## config.mk

```make
export PLATFORM = sky130hd
export DESIGN_NAME = alu_seq_unit
export DESIGN_NICKNAME = d
export VERILOG_FILES = /design/src/rtl/alu_seq_unit.sv
export SDC_FILE = /design/constraint.sdc
export NUM_CORES = 1
export LEC_CHECK = 0
export ABC_AREA = 1
export CORE_MARGIN = 2
export CORE_UTILIZATION = 55
export DETAILED_ROUTE_END_ITERATION = 6
export PLACE_DENSITY = 0.81
export SYNTH_ARGS = -nofsm -noshare
export SYNTH_HDL_FRONTEND = slang
export SYNTH_SLANG_ARGS = --single-unit
```

## constraint.sdc

```tcl
create_clock -name clk -period 2.1 [get_ports clk]
set_input_delay 0.315 -clock clk [delete_from_list [all_inputs] [get_ports clk]]
set_output_delay 0.315 -clock clk [all_outputs]
set_load 0.01 [all_outputs]
```

## src/rtl/alu_seq_unit.sv

```systemverilog
// ============================================================================
// Module      : alu_seq_unit
// Description : Decodes alu_op/funct into a 4-bit ALU control, computes a
//               registered result, and shifts iteratively at 1 bit per cycle.
//               Valid/ready handshakes on both the issue and writeback sides.
// Revision    : 1.0 - initial release
// ============================================================================
`default_nettype none

module alu_seq_unit #(
    parameter int WIDTH   = 8,
    parameter int FUNCT_W = 4,
    parameter int SHAMT_W = 3
) (
    input  logic               clk,
    input  logic               reset_n,
    input  logic               in_valid,
    output logic               in_ready,
    input  logic [1:0]         alu_op,
    input  logic [FUNCT_W-1:0] funct,
    input  logic [WIDTH-1:0]   a,
    input  logic [WIDTH-1:0]   b,
    output logic               out_valid,
    input  logic               out_ready,
    output logic [WIDTH-1:0]   result,
    output logic [3:0]         ctrl,
    output logic               zero,
    output logic               busy
);

    localparam logic [1:0] c_st_idle  = 2'd0;
    localparam logic [1:0] c_st_shift = 2'd1;
    localparam logic [1:0] c_st_done  = 2'd2;

    localparam logic [3:0] c_ctrl_add    = 4'b0000;
    localparam logic [3:0] c_ctrl_sub    = 4'b0001;
    localparam logic [3:0] c_ctrl_and    = 4'b0010;
    localparam logic [3:0] c_ctrl_or     = 4'b0011;
    localparam logic [3:0] c_ctrl_pass   = 4'b0100;
    localparam logic [3:0] c_ctrl_redand = 4'b0101;
    localparam logic [3:0] c_ctrl_redor  = 4'b0110;
    localparam logic [3:0] c_ctrl_shl    = 4'b0111;
    localparam logic [3:0] c_ctrl_xor    = 4'b1000;
    localparam logic [3:0] c_ctrl_shr    = 4'b1001;

    logic [1:0]         r_state;
    logic [WIDTH-1:0]   r_result;
    logic [3:0]         r_ctrl;
    logic               r_zero;
    logic               r_out_valid;
    logic [SHAMT_W-1:0] r_cnt;

    logic [3:0]         w_ctrl;
    logic [WIDTH-1:0]   w_alu_res;
    logic [WIDTH-1:0]   w_shift_next;
    logic [SHAMT_W-1:0] w_shamt;
    logic               w_is_shift;
    logic               w_accept;

    assign in_ready  = (r_state == c_st_idle) || ((r_state == c_st_done) && out_ready);
    assign w_accept  = in_valid && in_ready;
    assign w_shamt   = b[SHAMT_W-1:0];
    assign out_valid = r_out_valid;
    assign result    = r_result;
    assign ctrl      = r_ctrl;
    assign zero      = r_zero;
    assign busy      = (r_state != c_st_idle);

    // Unlisted alu_op/funct pairs fall through to pass-b.
    always_comb begin
        w_ctrl = c_ctrl_pass;
        case (alu_op)
            2'b00: begin
                case (funct)
                    FUNCT_W'(0): w_ctrl = c_ctrl_add;
                    FUNCT_W'(1): w_ctrl = c_ctrl_sub;
                    FUNCT_W'(2): w_ctrl = c_ctrl_and;
                    FUNCT_W'(3): w_ctrl = c_ctrl_or;
                    FUNCT_W'(4): w_ctrl = c_ctrl_xor;
                    FUNCT_W'(5): w_ctrl = c_ctrl_redand;
                    FUNCT_W'(6): w_ctrl = c_ctrl_redor;
                    FUNCT_W'(7): w_ctrl = c_ctrl_shr;
                    default:     w_ctrl = c_ctrl_pass;
                endcase
            end
            2'b01: begin
                case (funct)
                    FUNCT_W'(0): w_ctrl = c_ctrl_add;
                    FUNCT_W'(1): w_ctrl = c_ctrl_sub;
                    FUNCT_W'(6): w_ctrl = c_ctrl_shr;
                    FUNCT_W'(7): w_ctrl = c_ctrl_shl;
                    default:     w_ctrl = c_ctrl_pass;
                endcase
            end
            2'b10:   w_ctrl = funct[FUNCT_W-1] ? c_ctrl_pass : c_ctrl_sub;
            default: w_ctrl = c_ctrl_pass;
        endcase
    end

    assign w_is_shift = (w_ctrl == c_ctrl_shl) || (w_ctrl == c_ctrl_shr);

    // Shift codes yield a here; that is the shamt=0 result.
    always_comb begin
        w_alu_res = b;
        case (w_ctrl)
            c_ctrl_add:    w_alu_res = a + b;
            c_ctrl_sub:    w_alu_res = a - b;
            c_ctrl_and:    w_alu_res = a & b;
            c_ctrl_or:     w_alu_res = a | b;
            c_ctrl_xor:    w_alu_res = a ^ b;
            c_ctrl_redand: w_alu_res = {{(WIDTH-1){1'b0}}, &a};
            c_ctrl_redor:  w_alu_res = {{(WIDTH-1){1'b0}}, |a};
            c_ctrl_shl:    w_alu_res = a;
            c_ctrl_shr:    w_alu_res = a;
            default:       w_alu_res = b;
        endcase
    end

    assign w_shift_next = (r_ctrl == c_ctrl_shl) ? (r_result << 1) : (r_result >> 1);

    always_ff @(posedge clk or negedge reset_n) begin
        if (!reset_n) begin
            r_state     <= c_st_idle;
            r_result    <= '0;
            r_ctrl      <= c_ctrl_pass;
            r_zero      <= 1'b0;
            r_out_valid <= 1'b0;
            r_cnt       <= '0;
        end else begin
            case (r_state)
                c_st_shift: begin
                    r_result <= w_shift_next;
                    r_cnt    <= r_cnt - SHAMT_W'(1);
                    if (r_cnt == SHAMT_W'(1)) begin
                        r_state     <= c_st_done;
                        r_out_valid <= 1'b1;
                        r_zero      <= (w_shift_next == '0);
                    end
                end
                default: begin
                    if (w_accept) begin
                        r_ctrl <= w_ctrl;
                        if (w_is_shift && (w_shamt != '0)) begin
                            r_result    <= a;
                            r_cnt       <= w_shamt;
                            r_zero      <= 1'b0;
                            r_out_valid <= 1'b0;
                            r_state     <= c_st_shift;
                        end else begin
                            r_result    <= w_alu_res;
                            r_zero      <= (w_alu_res == '0);
                            r_out_valid <= 1'b1;
                            r_state     <= c_st_done;
                        end
                    end else if ((r_state == c_st_done) && out_ready) begin
                        r_out_valid <= 1'b0;
                        r_state     <= c_st_idle;
                    end
                end
            endcase
        end
    end

endmodule

`default_nettype wire

```

==> run metrics <==
worst path required time=2.23 ns; RSZ-0062 raised after global routing=true; Fin. Hold Viols=0; GPL Wtd Cong=0.9598; IO Pins=42; Critical Path Start Type=input port; H-tree depth=1; Cells after Synth=399; TritonCTS clock tree=built; Max clock buf depth=2; register area share after synthesis=17.67%; pin count of the biggest net entering global routing=19; cts hold-fix bufs=0; syn nets=457; ANT nets after route=0; die area=0.005209 mm2; Worst VDD drop=0.0003948 V; WL/cell=19.66 um; CP max FO=6; initial antenna violation count=0; vias in the first global route=3,286; Worst-Margin Slew=0.9111 ns; Setup WS post-layout=-1.226 ns; Mapped Area=0.002556 mm2; maximum achievable frequency=300.7 MHz; Initial Utilization=57.91%; tightest hold margin=0.3647 ns; power density cells=643.0 mW/mm2; core box area=0.004414 mm2; # rows=24; global-route wire length before repair=15,550 um; TritonCTS buffer count=3; CP Class=in -> reg; drt first pass iters=7; Post-synth EDFFs=0; most common library cells after synthesis=nand2_1 (109), inv_1 (52), nand3_1 (32); failing checks=negative setup slack; Hold WC Path Type=in -> async; Max Cap Viol=0; ys flop type=dfrtp_1; fin nets=583; final setup fails=11; chip height=72.18 um; area delta synth->final=58.93%; crit path DAT=3.45 ns; most numerous cell in the Yosys netlist=nand2_1; fillcell total=189; clk sinks=18; crit end category=flip-flop; FF+latch area=451.7 um2; Avg Synthesized Cell Area=6.407 um2; drt total wl=11,330 um; CTS clk-pin slew, worst paths=0.08 ns; port bufs=41; clk_lat worst skew=0.28 ns; Post-DP Area=0.003598 mm2; LEAKAGE=2.084 nW; outcome=finished, violations left; Worst Skew=0.008950 ns; synth unique cells=40; number of synthesized register bits=18; area of the multi-input gates=0.002163 mm2; Final Critical Period=3.326 ns; total global-route track usage=38.27%; synth top area cells=dfrtp_1 (17%), nand2_1 (16%), ha_1 (15%), inv_1 (7.6%), nand3_1 (6.3%); antenna cells=0; Yosys Warn Count=0; chip width=72.18 um; Slew HR=39.04%; Final Cell Area=0.004063 mm2; share of the synthesized area in the top cell type=16.64%; via/cell ratio=6.248; CTS root buffer=clkbuf_8; share of cells above drive strength 1=36.26%; part of the cycle the worst path needs=158.4%; initial DRC count=506; vias after detailed routing=3,599; Async SR Flop Fraction=100.0%; area leader, netlist=dfrtp_1; DRC violations left=0; gr ovfl total=0; final slew viol count=0; post-DP HPWL=6310 um
[cells in the final DEF, fill, tap and decap left out, drive strengths merged]
master           n
a2111oi          1
a21oi           19
a31oi            1
buf             88
clkbuf           6
clkdlybuf4s50   35
clkinv           1
dfrtp           17
dfstp            1
fa               1
ha              31
inv             62
mux2             1
nand2          117
nand3           35
nand4            8
nor2            38
nor3             6
nor4             4
o211ai           4
o21a             4
o21ai           30
o21bai           1
o22ai            2
or2              4
xnor2            1
xor2             6
[state kept, by name, summed over array words and instances (netlist names)]
signal / flops
r_state: 1
out_valid: 1
result: 8
zero: 1
ctrl: 4
r_cnt: 3
[final cells by class]
type / instances / share of cell area [%]
clock buffer: 4 / 1.355
sequential: 18 / 11.12
tap: 52 / 1.601
timing repair buffer: 125 / 25.90
multi-input combinational: 314 / 53.25
inverter: 63 / 6.775
[worst max-delay path: stages]
cell and delay [ns]:
buf_12 0.11, inv_12 0.04, ha_4 0.24, nand3_2 0.09
nand2_2 0.06, a21oi_2 0.16, nand2_2 0.10, nor2_4 0.16
nand2_4 0.10, inv_4 0.11, nor2_4 0.04, xor2_1 0.15
ha_1 0.35, nand2_1 0.11, or2_4 0.26, nand3_2 0.07
xor2_1 0.16, nor2_1 0.06, a21oi_1 0.13, nand2_1 0.13
nand2_2 0.11, buf_4 0.12, nor2_1 0.04, a21oi_1 0.16
o21ai_1 0.08
[through the flow]
stage | power [mW] | std cells | setup slack (ns) | utilization (%) | setup TNS (ns)
finish | 2.612 | 576 | -1.226 | 92.04 | -7.736
global route | 2.712 | 576 | -1.232 | 92.04 | -8.448
CTS | 2.351 | 569 | -0.9058 | 88.44 | -6.130
detailed placement | 1.972 | 556 | -1.803 | 81.52 | -16.97
global placement | 1.917 | 556 | -1.720 | 81.52 | -15.65
floorplan | 1.313 | 399 | -0.8800 | - | -5.068
[worst paths after layout]
check / cells past startpoint / from / slack, ns / end
max: 25 / funct[1] / -1.23 / result[6]
min: 2 / reset_n / 0.36 / ctrl[0]
max reg2reg: 8 / r_state[0] / 0.07 / result[5]
min reg2reg: 2 / result[0] / 0.56 / result[0]
max in group asynchronous: 2 / reset_n / 1.48 / ctrl[2]
min in group clk: 2 / result[0] / 0.56 / result[0]
[cells by family after synthesis]
logic type	after synthesis	synth area share (%)
xor gates and xnor gates	7	2.398
AOI/OAI and AO/OA	62	14.78
adders and majority gates	32	15.96
buffers and inverters	67	10.03
DFF	18	17.67
muxes	1	0.4405
and+or+nand+nor	212	38.72
[power by group]
part           switching (mW)  internal [mW]  total, mW
combinational           0.896          0.751       1.65
sequential              0.152          0.495      0.647
clock                   0.150          0.168      0.318
[metal layers]
layer	global-route usage, %	vias up	routed length, um
met5	0	-	0
met4	23.90	0	974
met3	6.111	105	1135
met2	66.36	315	5292
met1	43.63	1633	3925
li1	-	1546	-
[repair_timing]
item	CTS	global route
endpoints found under the setup margin	14	13
gates resized for setup	60	44
pin swaps	41	42
setup buffers	9	8
(Power assumes the default switching activity.)
